<file path="src/rtl/hazard_tracker.sv">
// Hazard tracker: follows destination/tnew through E, M and W and
// derives the D-stage stall and the rs/rt forwarding selects from it.
module hazard_tracker (
    input  logic       clk,
    input  logic       reset,
    input  logic [4:0] d_rs,
    input  logic [4:0] d_rt,
    input  logic [1:0] d_tuse_rs,
    input  logic [1:0] d_tuse_rt,
    input  logic [4:0] d_wa,
    input  logic [1:0] d_tnew,
    output logic       stall,
    output logic [1:0] fwd_rs_sel,
    output logic [1:0] fwd_rt_sel,
    output logic [4:0] e_wa,
    output logic [4:0] m_wa,
    output logic [4:0] w_wa,
    output logic       w_we
);

    logic [4:0] eWa;
    logic [4:0] mWa;
    logic [4:0] wWa;
    logic [1:0] eTnew;
    logic [1:0] mTnew;
    logic [1:0] eTnewDec;
    logic       rsHazard;
    logic       rtHazard;

    // A producer stalls a consumer when its value arrives later than needed.
    function automatic logic srcHazard(
        input logic [4:0] src,
        input logic [1:0] tuse,
        input logic [4:0] wa,
        input logic [1:0] tnew
    );
        return (src != 5'd0) && (wa == src) && (tnew > tuse);
    endfunction

    // Youngest matching stage wins; a not-yet-ready match hides older ones.
    function automatic logic [1:0] srcFwd(
        input logic [4:0] src,
        input logic [4:0] ewa,
        input logic [1:0] etnew,
        input logic [4:0] mwa,
        input logic [1:0] mtnew,
        input logic [4:0] wwa
    );
        logic [1:0] sel;
        sel = 2'd0;
        if (src == 5'd0) begin
            sel = 2'd0;
        end else if (ewa == src) begin
            sel = (etnew == 2'd0) ? 2'd1 : 2'd0;
        end else if (mwa == src) begin
            sel = (mtnew == 2'd0) ? 2'd2 : 2'd0;
        end else if (wwa == src) begin
            sel = 2'd3;
        end
        return sel;
    endfunction

    assign eTnewDec = (eTnew == 2'd0) ? 2'd0 : eTnew - 2'd1;

    // Stall when either source would read a value not produced in time.
    always_comb begin
        rsHazard = srcHazard(d_rs, d_tuse_rs, eWa, eTnew)
                 | srcHazard(d_rs, d_tuse_rs, mWa, mTnew);
        rtHazard = srcHazard(d_rt, d_tuse_rt, eWa, eTnew)
                 | srcHazard(d_rt, d_tuse_rt, mWa, mTnew);
        stall    = rsHazard | rtHazard;
    end

    // Forwarding selects for both D-stage sources.
    always_comb begin
        fwd_rs_sel = srcFwd(d_rs, eWa, eTnew, mWa, mTnew, wWa);
        fwd_rt_sel = srcFwd(d_rt, eWa, eTnew, mWa, mTnew, wWa);
    end

    // E takes the D instruction, or a bubble while stalled.
    always_ff @(posedge clk or posedge reset) begin
        if (reset) begin
            eWa   <= 5'd0;
            eTnew <= 2'd0;
        end else if (stall) begin
            eWa   <= 5'd0;
            eTnew <= 2'd0;
        end else begin
            eWa   <= d_wa;
            eTnew <= d_tnew;
        end
    end

    // M and W always advance; tnew counts down without wrapping.
    always_ff @(posedge clk or posedge reset) begin
        if (reset) begin
            mWa   <= 5'd0;
            mTnew <= 2'd0;
            wWa   <= 5'd0;
        end else begin
            mWa   <= eWa;
            mTnew <= eTnewDec;
            wWa   <= mWa;
        end
    end

    assign e_wa = eWa;
    assign m_wa = mWa;
    assign w_wa = wWa;
    assign w_we = (wWa != 5'd0);

endmodule

</file>
<file path="config.mk">
export PLATFORM = sky130hd
export DESIGN_NAME = hazard_tracker
export DESIGN_NICKNAME = d
export VERILOG_FILES = /design/src/rtl/hazard_tracker.sv
export SDC_FILE = /design/constraint.sdc
export NUM_CORES = 1
export LEC_CHECK = 0
export ABC_AREA = 1
export CORE_MARGIN = 2
export CORE_UTILIZATION = 55
export CTS_CLUSTER_DIAMETER = 30
export CTS_CLUSTER_SIZE = 40
export DETAILED_ROUTE_END_ITERATION = 7
export DONT_BUFFER_PORTS = 1
export HOLD_SLACK_MARGIN = 0.06
export PLACE_DENSITY = 0.66
export SKIP_CTS_REPAIR_TIMING = 1
export SYNTH_ARGS = -nofsm -noshare
export SYNTH_HDL_FRONTEND = slang
export SYNTH_SLANG_ARGS = --single-unit
</file>
<file path="constraint.sdc">
create_clock -name clk -period 2 [get_ports clk]
set_clock_uncertainty 0.05 [all_clocks]
set_input_delay 0.3 -clock clk [delete_from_list [all_inputs] [get_ports clk]]
set_output_delay 0.3 -clock clk [all_outputs]
set_load 0.02 [all_outputs]
</file>
Yosys cells after proc, flatten, opt, wreduce, memory -nomap -nowiden. Cells that the tools add are included. Widths: inputs -> output; s select.

Register bits after elaboration: 19. Bits of input ports: 23. Output and inout bits: 21.

Add/subtract/negate cells: 1. $lt $le $gt $ge: 4. Equal/unequal tests: 6. Multiplexer cells: 13. Bitwise operators: 3. Reduce and logical (&&, ||, !) cells: 15.

Operators by type and width (count): $eq 5x5->1 (6); $mux 2 (11); $reduce_bool 5->1 (3); $logic_not 5->1 (2); $gt 2x2->1 (4); $logic_and 1x1->1 (8); $mux 5 (1); $logic_not 2->1 (2); $or 1x1->1 (3); $sub 2x1->2 const B (1); $mux 1 (1).

Longest topological paths before layout.
Word-level depth: 6. Depth in mapped cells: 10.

Worst setup path before layout. Ideal clock, no wire load.

Path kind: register -> output. From: reg mWa[2] (netlist: m_wa[2]). To: out fwd_rt_sel[1]. Data arrival time: 1290 ps. Data required time: 1650 ps. Slack: 360 ps. Cell stages (with the launch flop): 9. Path buffers: 0. Cells stage by stage: dfrtp_1 -> inv_1 -> nand2_1 -> nand2_1 -> nor2_1 -> nand3_1 -> nor2_1 -> nor2_1 -> nor2_1.

Longest elaborated chain between the ends: 4.

Ends and longest elaborated chain: from (decl) (RTL line 22) `logic [4:0] mWa;`; from (signal assigned) (RTL line 101) `mWa <= eWa;`; $eq 5x5->1 (RTL line 55) `end else if (mwa == src) begin`; $mux 2 (RTL line 55); $mux 2 (RTL line 53) `end else if (ewa == src) begin`; $mux 2 (RTL line 51) `if (src == 5'd0) begin`; to (decl) (RTL line 14) `output logic [1:0] fwd_rt_sel,`.

Every way passes these cells.

Worst setup path in the final report.
From: reg mWa[0] (netlist: m_wa[0]). To: out fwd_rt_sel[1].

The elaborated chain is that of the path after synthesis.

==> flow_summary.ini <==
[status]
status = complete, but fails checks
violations = negative setup slack

[clock_tree]
cts_tree = yes
clk_latency_ps = 290
clkTransAtPathRegs_ps = 110
cts_sinks = 19
cts_buffers = 3
h-tree-depth = 1
clock_path_buffers = 2
root_buffer = clkbuf_4

[synth]
synth_warnings = 0
mappedNetlistArea_mm2 = 0.001355
synth_seq_cells = 19
synth_top_area_cell = dfrtp_1
netlist.area_leader.share = 0.3509
synth.area.top_cells = dfrtp_1, nand2_1, inv_1
netlist_instances = 198
ys_seq_area_frac = 0.3509
syn_nets = 229
syn_avg_cell_area_um2 = 6.844
yosysUniqueCellTypes = 16

[grt]
grt_pass1_wl_mm = 4.988
grt_usage = 0.2437
grt-ovfl-total = 0
grt_start_max_net_pins = 20
antenna_found_initial = 0
grt_pass1_vias = 1199

[sta]
hold_viol_final = 0
slew_headroom = 0.5210
slew_violations = 0
clock.fmax_ghz = 0.4956
holdWs_ps = 56.33
tns_ps = -34.04
fin_ws_ps = -17.58
grt_setup_unrepaired = true
finalCritPeriodShare = 1.009
worst_slew_pin_slew_ps = 717.7
setup_viol = 2
finalCriticalPeriod_ps = 2018

[floorplan]
core_mm2 = 0.002276
die_x_um = 53.64
die_h_um = 53.64
rows = 17
initial_core_util = 0.5954
pin_count = 44
die_area_mm2 = 0.002877

[final_layout]
fin_cells = 243
num-fill-cells = 186
nets = 247
drive_gt1_frac = 0.2047
final_util = 0.7119
area_growth_pct = 19.57
antenna_cells = 0

[drt]
wl_per_cell_um = 13.43
postRouteAntennaNets = 0
drc_errors = 0
firstDrtPassIters = 4
drt_iter0_drc = 20
routed_wl_mm = 3.263
viasPerCell = 5.206
vias = 1265

[pwr]
power_density_mw_per_mm2 = 615.7
leakagePower_nw = 0.9040
peakVddDrop_uv = 477.5

[critical_path]
cp-start-kind = flop
crit_path_cell_trace = xor2_1, nor2_1, nand3_1, nor2_1, nor2_1, nor2_2
worstSetupPathDepth = 6
cp-end-kind = output port
worstPathArrival_ps = 1670
critical_path.max_stage_delay_ps = 500
cp_max_fo = 5
cp_num_buf_inv = 0
crit_path_top_delay_cell = dfrtp_2
setup.worst_path.class = reg -> out
crit_family = simple AND/OR/NAND/NOR gates
critPathMostFrequentCell = nor2_1
reg2regPathDepth = 8
cp.required_ps = 1650

[min_path]
hp-class = in -> reg
holdPathStages = 2

[placement]
routabilityCongestion = 0.9019
place_inst = 233
io_buffers = 0
place_hpwl_mm = 2.627

[run]
max_cap_violations = 0
==> worst paths after layout <==
path | start | end | slack, ps
setup / recovery | m_wa[0] | fwd_rt_sel[1] | -20
hold / removal | d_wa[0] | e_wa[0] | 60
setup reg to reg | mTnew[1] | eTnew[1] | 390
hold reg to reg | m_wa[2] | w_wa[2] | 410
max in group asynchronous | reset | mTnew[1] | 890
min in group asynchronous | reset | m_wa[0] | 510
==> through the flow <==
step	total power [mW]	setup WS, ps	cell area, µm²
finish	0.9977	-17.58	1620
global route	1.061	-134.2	1620
CTS	0.9524	-219.6	1469
detailed placement	0.7644	123.9	1443
global placement	0.7531	184.2	1443
floorplan	0.6878	359.8	1355
==> layout make-up <==
| cell class | count | area, µm² | share of cell area |
|---|---|---|---|
| inverters | 43 | 161.4 | 0.09961 |
| well taps | 28 | 35.03 | 0.02162 |
| flip-flops and latches | 19 | 481.7 | 0.2973 |
| multi-input cells | 136 | 805.8 | 0.4973 |
| clock buffers | 4 | 26.28 | 0.01622 |
| repair buffers | 13 | 110.1 | 0.06795 |
==> where the power goes <==
| group | internal, mW | switching (mW) | total [mW] | leakage, nW |
|---|---|---|---|---|
| Combinational | 0.134 | 0.180 | 0.314 | 0.668 |
| Clock | 0.0775 | 0.114 | 0.191 | 0.0150 |
| Sequential | 0.421 | 0.0713 | 0.492 | 0.221 |
| Total | 0.633 | 0.365 | 0.998 | 0.904 |
==> flip-flops by register name (all words and copies together) (netlist names) <==
register  flops
w_wa          5
m_wa          5
mTnew         2
e_wa          5
eTnew         2
==> per-layer routing <==
layer / GRT usage / up-vias / part of all wire
met4: 0.1068 / 0 / 0.021
li1: - / 624 / -
met5: 0 / - / 0
met2: 0.4074 / 45 / 0.48
met3: 0.05000 / 8 / 0.064
met1: 0.3034 / 588 / 0.43
==> synth_stat cells (all sizes together) <==
cell type	count
nand4	6
nand3	6
xnor2	10
a21boi	3
nor2	30
or2	1
ha	8
xor2	7
a21oi	2
nand2	60
inv	43
dfrtp	19
nor3	3
==> layout by cell type, fill, tap and decap left out <==
| master | n |
|---|---|
| nor2_1 | 25 |
| inv_1 | 35 |
| or2_2 | 1 |
| nor2_2 | 5 |
| dlygate4sd3_1 | 5 |
| clkbuf_1 | 1 |
| nand2_2 | 5 |
| dfrtp_2 | 5 |
| inv_2 | 8 |
| ha_4 | 4 |
| nand2_1 | 54 |
| a21boi_1 | 1 |
| clkbuf_4 | 3 |
| nand2_4 | 1 |
| ha_1 | 4 |
| a21oi_2 | 2 |
| xor2_1 | 7 |
| xnor2_1 | 10 |
| a21boi_2 | 2 |
| buf_4 | 8 |
| dfrtp_1 | 14 |
| nor3_1 | 3 |
| nand4_1 | 6 |
| nand3_1 | 6 |
==> worst register-to-register path, stage by stage, from the launching register on <==
cell     delay [ps]
dfrtp_2         470
ha_4            290
nand2_2          50
a21oi_2         160
nand4_1         100
nand2_1          90
nand2_2          70
nand2_4         140
nor2_1           70
==> cells by family after synthesis <==
family                   synth area share
AND/OR/NAND/NOR                    0.3223
buffers and inverters              0.1191
flip-flops                         0.3509
XOR/XNOR                           0.1099
adder cells (fa/ha/maj)           0.07387
AO/OA/AOI/OAI                     0.02401
(Power assumes the default switching activity.)
